--- config.mk ---
export PLATFORM = sky130hd
export DESIGN_NAME = mem_wb_stage
export DESIGN_NICKNAME = d
export VERILOG_FILES = /design/src/rtl/mem_wb_stage.sv
export SDC_FILE = /design/constraint.sdc
export NUM_CORES = 1
export LEC_CHECK = 0
export ABC_AREA = 1
export CORE_MARGIN = 1.5
export CORE_UTILIZATION = 40
export CTS_BUF_LIST = sky130_fd_sc_hd__clkbuf_16
export CTS_CLUSTER_DIAMETER = 80
export DETAILED_ROUTE_END_ITERATION = 8
export DONT_BUFFER_PORTS = 1
export GPL_TIMING_DRIVEN = 0
export PLACE_DENSITY_LB_ADDON = 0.25
export SYNTH_ARGS = -nofsm -noshare
export SYNTH_HDL_FRONTEND = slang
export SYNTH_SLANG_ARGS = --single-unit
--- constraint.sdc ---
create_clock -name clk -period 3.1 [get_ports clk]
set_input_delay 0.31 -clock clk [delete_from_list [all_inputs] [get_ports clk]]
set_output_delay 0.31 -clock clk [all_outputs]
set_load 0.005 [all_outputs]
--- src/rtl/mem_wb_stage.sv ---
// MEM/WB stage register and writeback select for RV32I; 1-cycle latency, stall holds the entry, flush (wins over stall) squashes it.
// Optional retire counter enabled by defining WB_INSTRET_EN.
module mem_wb_stage #(
   parameter int XLEN  = 32,
   parameter int CNT_W = 64
) (
   input  logic            clk,
   input  logic            rst,
   input  logic            stall,
   input  logic            flush,
   input  logic            m_valid,
   input  logic            m_regwrite,
   input  logic [4:0]      m_rd,
   input  logic [1:0]      m_wbsel,
   input  logic [2:0]      m_funct3,
   input  logic [XLEN-1:0] m_alu_res,
   input  logic [XLEN-1:0] m_memdata,
   input  logic [XLEN-1:0] m_pc4,
   output logic            rf_wr,
   output logic [4:0]      rf_wadr,
   output logic [XLEN-1:0] rf_wdt,
`ifdef WB_INSTRET_EN
   output logic [CNT_W-1:0] instret,
`endif
   output logic            wb_valid
);

   typedef struct packed {
      logic            valid;
      logic            regwrite;
      logic [4:0]      rd;
      logic [1:0]      wbsel;
      logic [2:0]      funct3;
      logic [XLEN-1:0] alu_res;
      logic [XLEN-1:0] memdata;
      logic [XLEN-1:0] pc4;
   } wb_stg_t;

   wb_stg_t         r_stg;
   wb_stg_t         w_nxt;
   logic [7:0]      w_byte;
   logic [15:0]     w_half;
   logic [XLEN-1:0] w_load;

   always_comb begin
      w_nxt          = '0;
      w_nxt.valid    = m_valid;
      w_nxt.regwrite = m_regwrite;
      w_nxt.rd       = m_rd;
      w_nxt.wbsel    = m_wbsel;
      w_nxt.funct3   = m_funct3;
      w_nxt.alu_res  = m_alu_res;
      w_nxt.memdata  = m_memdata;
      w_nxt.pc4      = m_pc4;
   end

   always_ff @(posedge clk or posedge rst) begin
      if (rst) begin
         r_stg <= '0;
      end else if (flush) begin
         r_stg <= '0;
      end else if (!stall) begin
         r_stg <= w_nxt;
      end
   end

   // Little-endian lane select; halfword ignores off[0] since misalignment traps upstream.
   always_comb begin
      w_byte = 8'h00;
      case (r_stg.alu_res[1:0])
         2'd0:    w_byte = r_stg.memdata[7:0];
         2'd1:    w_byte = r_stg.memdata[15:8];
         2'd2:    w_byte = r_stg.memdata[23:16];
         default: w_byte = r_stg.memdata[31:24];
      endcase
      w_half = r_stg.alu_res[1] ? r_stg.memdata[31:16] : r_stg.memdata[15:0];
   end

   always_comb begin
      w_load = r_stg.memdata;
      case (r_stg.funct3)
         3'b000:  w_load = {{(XLEN-8){w_byte[7]}}, w_byte};
         3'b100:  w_load = {{(XLEN-8){1'b0}}, w_byte};
         3'b001:  w_load = {{(XLEN-16){w_half[15]}}, w_half};
         3'b101:  w_load = {{(XLEN-16){1'b0}}, w_half};
         default: w_load = r_stg.memdata;
      endcase
   end

   always_comb begin
      rf_wdt = '0;
      case (r_stg.wbsel)
         2'b00:   rf_wdt = r_stg.alu_res;
         2'b01:   rf_wdt = w_load;
         2'b10:   rf_wdt = r_stg.pc4;
         default: rf_wdt = '0;
      endcase
   end

   assign rf_wr    = r_stg.valid & r_stg.regwrite & (r_stg.rd != 5'd0);
   assign rf_wadr  = r_stg.rd;
   assign wb_valid = r_stg.valid;

`ifdef WB_INSTRET_EN
   logic [CNT_W-1:0] r_instret;

   // A stalled entry counts only on the edge it finally leaves WB.
   always_ff @(posedge clk or posedge rst) begin
      if (rst) begin
         r_instret <= '0;
      end else if (r_stg.valid && !stall) begin
         r_instret <= r_instret + CNT_W'(1);
      end
   end

   assign instret = r_instret;
`endif

endmodule

# After elaboration in Yosys (flattened, before gate mapping)
# Cells that the tools add are included.
[totals]
register_bits = 108
latchBits = 0
mem_bits_rw = 0
rom_bits = 0
in_bits = 112
word_cells = 28
memories = 0
[op_classes]
add_sub_neg = 0
n_mul = 0
n_div = 0
order_cmp = 0
n_eq_ne = 8
shifts = 0
mux = 6
n_bitwise = 2
reduce_logical = 4
[ops]
columns = ["op", "count"]
rows = [
  ["108-bit 2-to-1 mux", 2],
  ["32-bit one-hot mux with 4 select lines", 1],
  ["32-bit one-hot mux with 3 select lines", 1],
  ["8-bit one-hot mux with 3 select lines", 1],
  ["16-bit 2-to-1 mux", 1],
  ["3-bit equality test (second input constant)", 2],
  ["5-bit nonzero test", 1],
  ["2-bit by 1-bit equality test with 1-bit output (second input constant)", 2],
  ["2-bit equality test (second input constant)", 2],
  ["2-bit logical NOT", 2],
  ["3-bit by 1-bit equality test with 1-bit output (second input constant)", 1],
  ["3-bit logical NOT", 1],
  ["1-bit bitwise AND", 2],
  ["2-bit by 1-bit != test with 1-bit output (second input constant)", 1],
]

# Longest topological paths before layout
# Gate-level depths: netlist (run 1).
[depth]
depth_word = 4
ltp_mapped = 11
depth_no_buf = 9

# Worst setup path before layout (run 1)
# No wires, ideal clock.
[synth_path]
kind = "register to output"
start = "register r_stg[96] (netlist name)"
end = "output rf_wdt[16]"
arrival_ns = 1.257
path_slack_ns = 1.533
stages_incl_launch_ff = 11
cell_sequence = "dfrtp_1 > inv_2 > nand2_4 > nor2_4 > nand2_1 > nand2_2 > nand2_4 > nand2_4 > buf_6 > nand2_1 > nand2_1"
[synth_between]
elab_chain_len = 3
word_cells_on_any_way = 6
[synth_rtl]
columns = ["item", "line", "rtl"]
rows = [
  ["from (decl)", "39", "wb_stg_t r_stg;"],
  ["from (signal assigned)", "63", "r_stg <= w_nxt;"],
  ["3-bit equality test (tied with other cells)", "81", "case (r_stg.funct3)"],
  ["32-bit one-hot mux with 4 select lines (*)", "81", ""],
  ["32-bit one-hot mux with 3 select lines (*)", "92", "case (r_stg.wbsel)"],
  ["to (decl)", "21", "output logic [XLEN-1:0] rf_wdt,"],
]
# Every way passes the cells marked *; elsewhere a longest branch is shown, timed or not.

# Final worst setup path (run 1)
[layout_path]
start = "register r_stg[64] (netlist name)"
end = "output rf_wdt[3]"
[layout_between]
elab_chain_len = 4
word_cells_on_any_way = 6
[layout_rtl]
columns = ["item", "line", "rtl"]
rows = [
  ["2-bit equality test (tied with other cells)", "70", "case (r_stg.alu_res[1:0])"],
  ["8-bit one-hot mux with 3 select lines (*)", "70", ""],
  ["32-bit one-hot mux with 4 select lines (*)", "81", ""],
  ["32-bit one-hot mux with 3 select lines (*)", "92", ""],
]
# Marks and branches as above.

==> results of run 1 <==
==> where the power goes <==
group	switching [mW]	total, mW	internal [mW]	leakage [nW]
clock	0.524	1.14	0.615	0.135
sequential	0.0400	1.55	1.51	1.40
combinational	0.412	0.577	0.164	1.40
total	0.976	3.26	2.29	2.94
==> flip-flops by register name, summed over array words and instances, names as in the netlist <==
register / cells
rf_wadr: 5
wb_valid: 1
r_stg: 102
==> routing by layer <==
layer / track usage / wire, um / vias to the layer above
met3: 0.0667 / 1450 / 38
met5: 0 / 0 / -
met4: 0.117 / 567 / 0
met1: 0.335 / 7660 / 2479
li1: - / - / 2392
met2: 0.392 / 8240 / 216
==> cell families (layout without fill, tap and decap cells) <==
group	after synthesis	after routing
AND/OR/NAND/NOR	246	246
buffers and inverters	193	212
AO/OA/AOI/OAI	185	185
flip-flops	108	108
==> Yosys cell counts <==
cell,number
a21oi_1,26
a31oi_1,4
buf_1,16
buf_2,11
buf_4,6
buf_6,1
clkbuf_1,22
dfrtp_1,108
inv_1,134
inv_2,3
nand2_1,114
nand2_2,1
nand2_4,4
nand3_1,120
nor2_1,4
nor2_4,1
nor3_1,2
o211ai_1,2
o21ai_0,119
o21bai_1,2
o22ai_1,32
==> area by class of cell <==
class	instances	share of cell area
sequential	108	0.441
buffer	56	0.0415
multi-input combinational	431	0.342
clock inverter	7	0.00940
inverter	137	0.0846
timing repair buffer	3	0.00817
tap	176	0.0360
clock buffer	9	0.0368
==> worst reg2reg max path, delay by kind of cell, from the launching register on <==
kind,cells,cell delay (ns)
DFF,1,0.46
buffers and inverters,2,0.36
AOI/OAI and AO/OA,1,0.11
==> metrics by stage <==
| stage | total power [mW] | util | hold slack, ns | area, um2 | instances |
|---|---|---|---|---|---|
| finish | 3.26 | 0.457 | 0.0966 | 6120 | 927 |
| global route | 3.43 | 0.457 | 0.0992 | 6120 | 927 |
| CTS | 3.27 | 0.457 | 0.0919 | 6120 | 927 |
| detailed placement | 2.14 | 0.435 | 0.370 | 5830 | 910 |
| global placement | 2.12 | 0.432 | 0.457 | 5790 | 908 |
| floorplan | 1.96 | - | 0.451 | 5570 | 732 |
==> cell usage in the layout, fill, tap and decap left out, types with 2 or more instances in the layout <==
cell type	netlist	layout
clkbuf_1	22	22
o211ai_1	2	2
buf_12	0	2
o21bai_1	2	2
buf_4	6	6
clkbuf_16	0	9
nand3_1	120	120
clkinv_1	0	4
buf_1	16	16
nor2_1	4	4
o22ai_1	32	32
buf_2	11	11
nand2_1	114	114
nand2_4	4	4
a31oi_1	4	4
inv_1	134	133
o21ai_0	119	119
dfrtp_1	108	108
nor3_1	2	2
a21oi_1	26	26
inv_2	3	3
clkinvlp_4	0	2
==> repair_timing <==
item                                   in CTS  in global routing
endpoints found under the hold margin      33                  0
hold buffers                                1                  0
resized for setup                           0                  0
==> worst paths after layout <==
kind / to / cells past startpoint
setup / recovery: rf_wdt[3] / 8
setup reg to reg: r_stg[97]$_DFFE_PP0P_ / 3
hold / removal: rf_wadr[4]$_DFFE_PP0P_ / 2
max in group asynchronous: r_stg[96]$_DFFE_PP0P_ / 4
hold reg to reg: r_stg[106]$_DFFE_PP0P_ / 2
min in group asynchronous: r_stg[59]$_DFFE_PP0P_ / 2
==> run summary, run 1 <==
RSZ-0062 raised after global routing: no
Clock buffer depth: 2
TritonCTS Buffers: 9
Number of global-route vias before repair: 5100
DR vias: 5125
Fill cell count: 1335
Largest net degree at the start of global routing: 38
Post-synthesis cell count: 732
CP max stage delay: 0.41 ns
Clock Latency Late Sink: 0.35 ns
TritonCTS clock tree: done
DP HPWL: 13.6 mm
Total die area: 14600 um2
Ranking of synthesized cells by area: dfrtp_1, nand3_1, o21ai_0
Clock transition at path regs: 0.07 ns
R2R setup slack: 2.04 ns
Area added between synthesis and finish: 10.0%
Largest family of logic cells by synthesized area: simple AND/OR/NAND/NOR gates
Max Transition Viols Final: 0
Routed Antenna Nets: 0
DRC viols: 0
Footprint of the multi-input gates: 2100 um2
Total Routing Usage GR: 0.254
Layout cell share with drive strength beyond 1: 0.0559
Die height: 121 um
Pleak: 2.94 nW
CP Capture Type: output port
Average wire per standard cell: 19.3 um
Crit path time final: 2.30 ns
Most frequent cell on the critical path: nand2_1
IO Pins: 151
Period utilization: 0.741
Hold path start: m_rd[4]
Die X-Extent: 121 um
Final setup fails: 0
Pre-CTS setup slack: 1.23 ns
Crit path buf inv count: 2
# H-tree levels: 3
Post-synthesis cell type count: 21
CP Cell Sequence: inv_1, nor2_1, nand2_1, nand2_1, inv_1, nand2_1, nand3_1, nand2_1
Post-synthesis mux area share: 0
Syn Nets: 844
Placer congestion estimate: 0.943
Clk_skew: 0 ns
PortBufs: 0
Clock tree sinks: 108
Cell taking the most area after synthesis: dfrtp_1
Power Dens Cells: 533 nW/um2
Initial drt markers: 461
Worst Setup Start Kind: flip-flop
Antenna violations before repair: 0
Mapped Area: 5570 um2
Worst Path Max Fanout: 5
Crit path from: r_stg[64]$_DFFE_PP0P_
FP Rows: 42
Hold Path Class: input port to flip-flop
Post-synthesis sequential area ratio: 0.485
# Max-Cap Violations: 0
Synth Area in Adders: 0
CTS root buffer: clkbuf_16
CP Data Arrival Time: 1.99 ns
# nets final: 858
Post-synth top area share: 0.485
Max-slew headroom: 0.450
R2r startpoint: r_stg[97]$_DFFE_PP0P_
Slew @ Worst Pin: 0.824 ns
XOR/XNOR share of the synthesized area: 0
WS Path Type: flip-flop to output port
Routed wire length: 17.9 mm
Delay-heaviest family, CP: simple AND/OR/NAND/NOR gates
Synthesis-stage register bit count: 108
Register area: 2700 um2
Syn Area/Cell: 7.61 um2
Status: finished, final reports clean
Gr ovfl total: 0
Simple-gate area share of the yosys netlist: 0.200
Via/cell ratio: 5.53
VDD IR max: 0.000235 V
Initial core utilization: 0.415
Antenna Cells: 0
Compound-Gate Fraction of Synth Area: 0.176
Fmax: 435 MHz
Slowest cell on the critical path: dfrtp_1
Pre-Repair DR Iteration Count: 5
Final worst setup slack: 0.803 ns
First-pass GRT wire length: 27.8 mm
Total negative slack: 0 ns
Final Hold Viols: 0
Synthesis Warnings: 0
CP required: 2.79 ns
Core area: 13400 um2
Post-CTS Setup Inserts: 0
Note: power is estimated with default switching activity, not from simulation.
==> run 2: changes to the inputs <==
Settings changed: ABC_AREA 1 to 0.
Clock period 3.1 ns to 1.91 ns, I/O delays scaled along.
==> run summary, run 2 <==
Hold Path Class: input port to flip-flop
Design area: 7430 um2
DRC viols: 0
Initial drt markers: 215
CP Data Arrival Time: 1.84 ns
FP Rows: 43
Top reg by flops: r_stg
Clock buffer depth: 2
First-pass GRT wire length: 26.3 mm
Worst Path Max Fanout: 8
DR vias: 4456
Slowest cell on the critical path: dfrtp_2
RSZ-0062 raised after global routing: yes
Placer congestion estimate: 0.885
Final setup fails: 25
Pleak: 3.42 nW
# nets final: 760
Number of global-route vias before repair: 4702
Clock transition at path regs: 0.07 ns
IO Pins: 151
Total negative slack: -1.53 ns
R2R setup slack: 0.54 ns
Average wire per standard cell: 20.9 um
Die X-Extent: 122 um
Syn Nets: 654
WS Path Type: flip-flop to output port
Area added between synthesis and finish: 30.9%
CP required: 1.72 ns
Clock Latency Late Sink: 0.35 ns
Routed Antenna Nets: 0
CTS root buffer: clkbuf_16
Max Transition Viols Final: 0
# Max-Cap Violations: 0
Post-synthesis sequential area ratio: 0.476
VDD IR max: 0.000531 V
Mapped Area: 5670 um2
Final Hold Viols: 1
Antenna Cells: 0
Max FFs per register: 102
Initial core utilization: 0.409
Crit path time final: 2.03 ns
Cells after DPL: 724
Core Util, Final: 0.535
Slew @ Worst Pin: 0.823 ns
Most frequent cells in the layout: mux2i_1, nor2_1, dfrtp_1, dlygate4sd3_1
CP Cell Sequence: or3_4, a2bb2oi_4, a21boi_2, o221ai_2
Ranking of synthesized cells by area: dfrtp_1, mux2i_1, nor2_1
Finished Layout Cells: 832
Synthesis-stage register bit count: 108
Largest net degree at the start of global routing: 42
GR Util met2: 0.390
Core area: 13900 um2
Synthesis Warnings: 0
Commonest non-fill, non-tap cell in the layout: mux2i_1
Met1 Resource Use GR: 0.307
Period utilization: 1.06
Total die area: 14900 um2
Post-synthesis cell count: 542
Crit path buf inv count: 0
Most frequent cell after synthesis: mux2i_1
Max-slew headroom: 0.450
Power Dens Cells: 722 nW/um2
Post-synthesis cell type count: 33
Hold WS: -0.00184 ns
Status: finished with violations
Fmax: 493 MHz
Gr ovfl total: 0
Pre-Repair DR Iteration Count: 4
Final worst setup slack: -0.119 ns
Cell Area, Placed: 5940 um2
Met3 usage: 0.0543
DP HPWL: 12.6 mm
Die height: 122 um
Final Power: 5.36 mW
Cell taking the most area after synthesis: dfrtp_1
GRT busiest layer: met2
Register area: 2710 um2
CP max stage delay: 0.46 ns
Worst Setup Start Kind: flip-flop
Clk_skew: 0 ns
Fill cell count: 1285
# H-tree levels: 3
Antenna violations before repair: 0
Failing checks: negative hold slack, negative setup slack
CP Capture Type: output port
Footprint of the multi-input gates: 2910 um2
Post-synth top area share: 0.476
Delay-heaviest family, CP: compound AO/OA/AOI/OAI gates
Layout cell share with drive strength beyond 1: 0.181
Routed wire length: 17.4 mm
Clock tree sinks: 108
EDFF count, synth: 0
Syn Area/Cell: 10.5 um2
TritonCTS clock tree: done
Top cells by count, synth: mux2i_1, nor2_1, dfrtp_1, nand2_1, buf_2
Total Routing Usage GR: 0.238
TritonCTS Buffers: 9
Fraction of registers with async set/reset: 1.00
PortBufs: 0
Pre-CTS setup slack: 0.0344 ns
Via/cell ratio: 5.36
Post-synth top flop: dfrtp_1
[run 2: cell count changes in the layout (fill, tap and decap cells not counted), sizes merged, moves of 21 or more]
cell / change
a21oi: -21
dlygate4sd3: +78
inv: -133
mux2i: +141
nand2: -92
nand3: -120
nor2: +117
o21ai: -106
o22ai: -30
[run 2: timing repair]
item | CTS | global route
cloned | 0 | 2
endpoints found under the setup margin | 32 | 32
buffers inserted | 10 | 4
hold buffers | 79 | 0
gates resized for setup | 49 | 35
pin swaps | 11 | 10
endpoints found under the hold margin | 111 | 0
[run 2: layer usage]
layer / vias to the layer above / share of wire
met5: - / 0
met4: 0 / 0.024
met3: 31 / 0.063
met2: 128 / 0.49
met1: 2193 / 0.42
li1: 2104 / -
[run 2: layout make-up]
type | count | area share
clock inverter | 6 | 0.00775
inverter | 3 | 0.00202
multi-input combinational | 382 | 0.391
sequential | 108 | 0.364
timing repair buffer | 97 | 0.130
tap | 180 | 0.0303
buffer | 47 | 0.0440
clock buffer | 9 | 0.0303
[run 2: cell families after synthesis]
| group | count (synthesis) | share of synthesized area |
|---|---|---|
| and+or+nand+nor | 166 | 0.118 |
| AOI/OAI and AO/OA | 67 | 0.0895 |
| muxes | 149 | 0.265 |
| DFF | 108 | 0.476 |
| buffers and inverters | 52 | 0.0507 |
[run 2: final timing paths]
| kind | start | to | cells past startpoint |
|---|---|---|---|
| min in group asynchronous | rst | rf_wadr[4]$_DFFE_PP0P_ | 2 |
| worst min-delay path | m_alu_res[31] | r_stg[95]$_DFFE_PP0P_ | 2 |
| worst max register to register | r_stg[99]$_DFFE_PP0P_ | r_stg[99]$_DFFE_PP0P_ | 5 |
| max in group asynchronous | rst | r_stg[72]$_DFFE_PP0P_ | 3 |
| worst max-delay path | r_stg[64]$_DFFE_PP0P_ | rf_wdt[15] | 4 |
| worst min register to register | r_stg[94]$_DFFE_PP0P_ | r_stg[94]$_DFFE_PP0P_ | 2 |
[run 2: power breakdown]
| part | internal (mW) | leakage, nW | switching [mW] |
|---|---|---|---|
| Combinational | 0.473 | 1.84 | 0.517 |
| Sequential | 2.42 | 1.43 | 0.117 |
| Clock | 1.00 | 0.146 | 0.838 |
| Total | 3.89 | 3.42 | 1.47 |
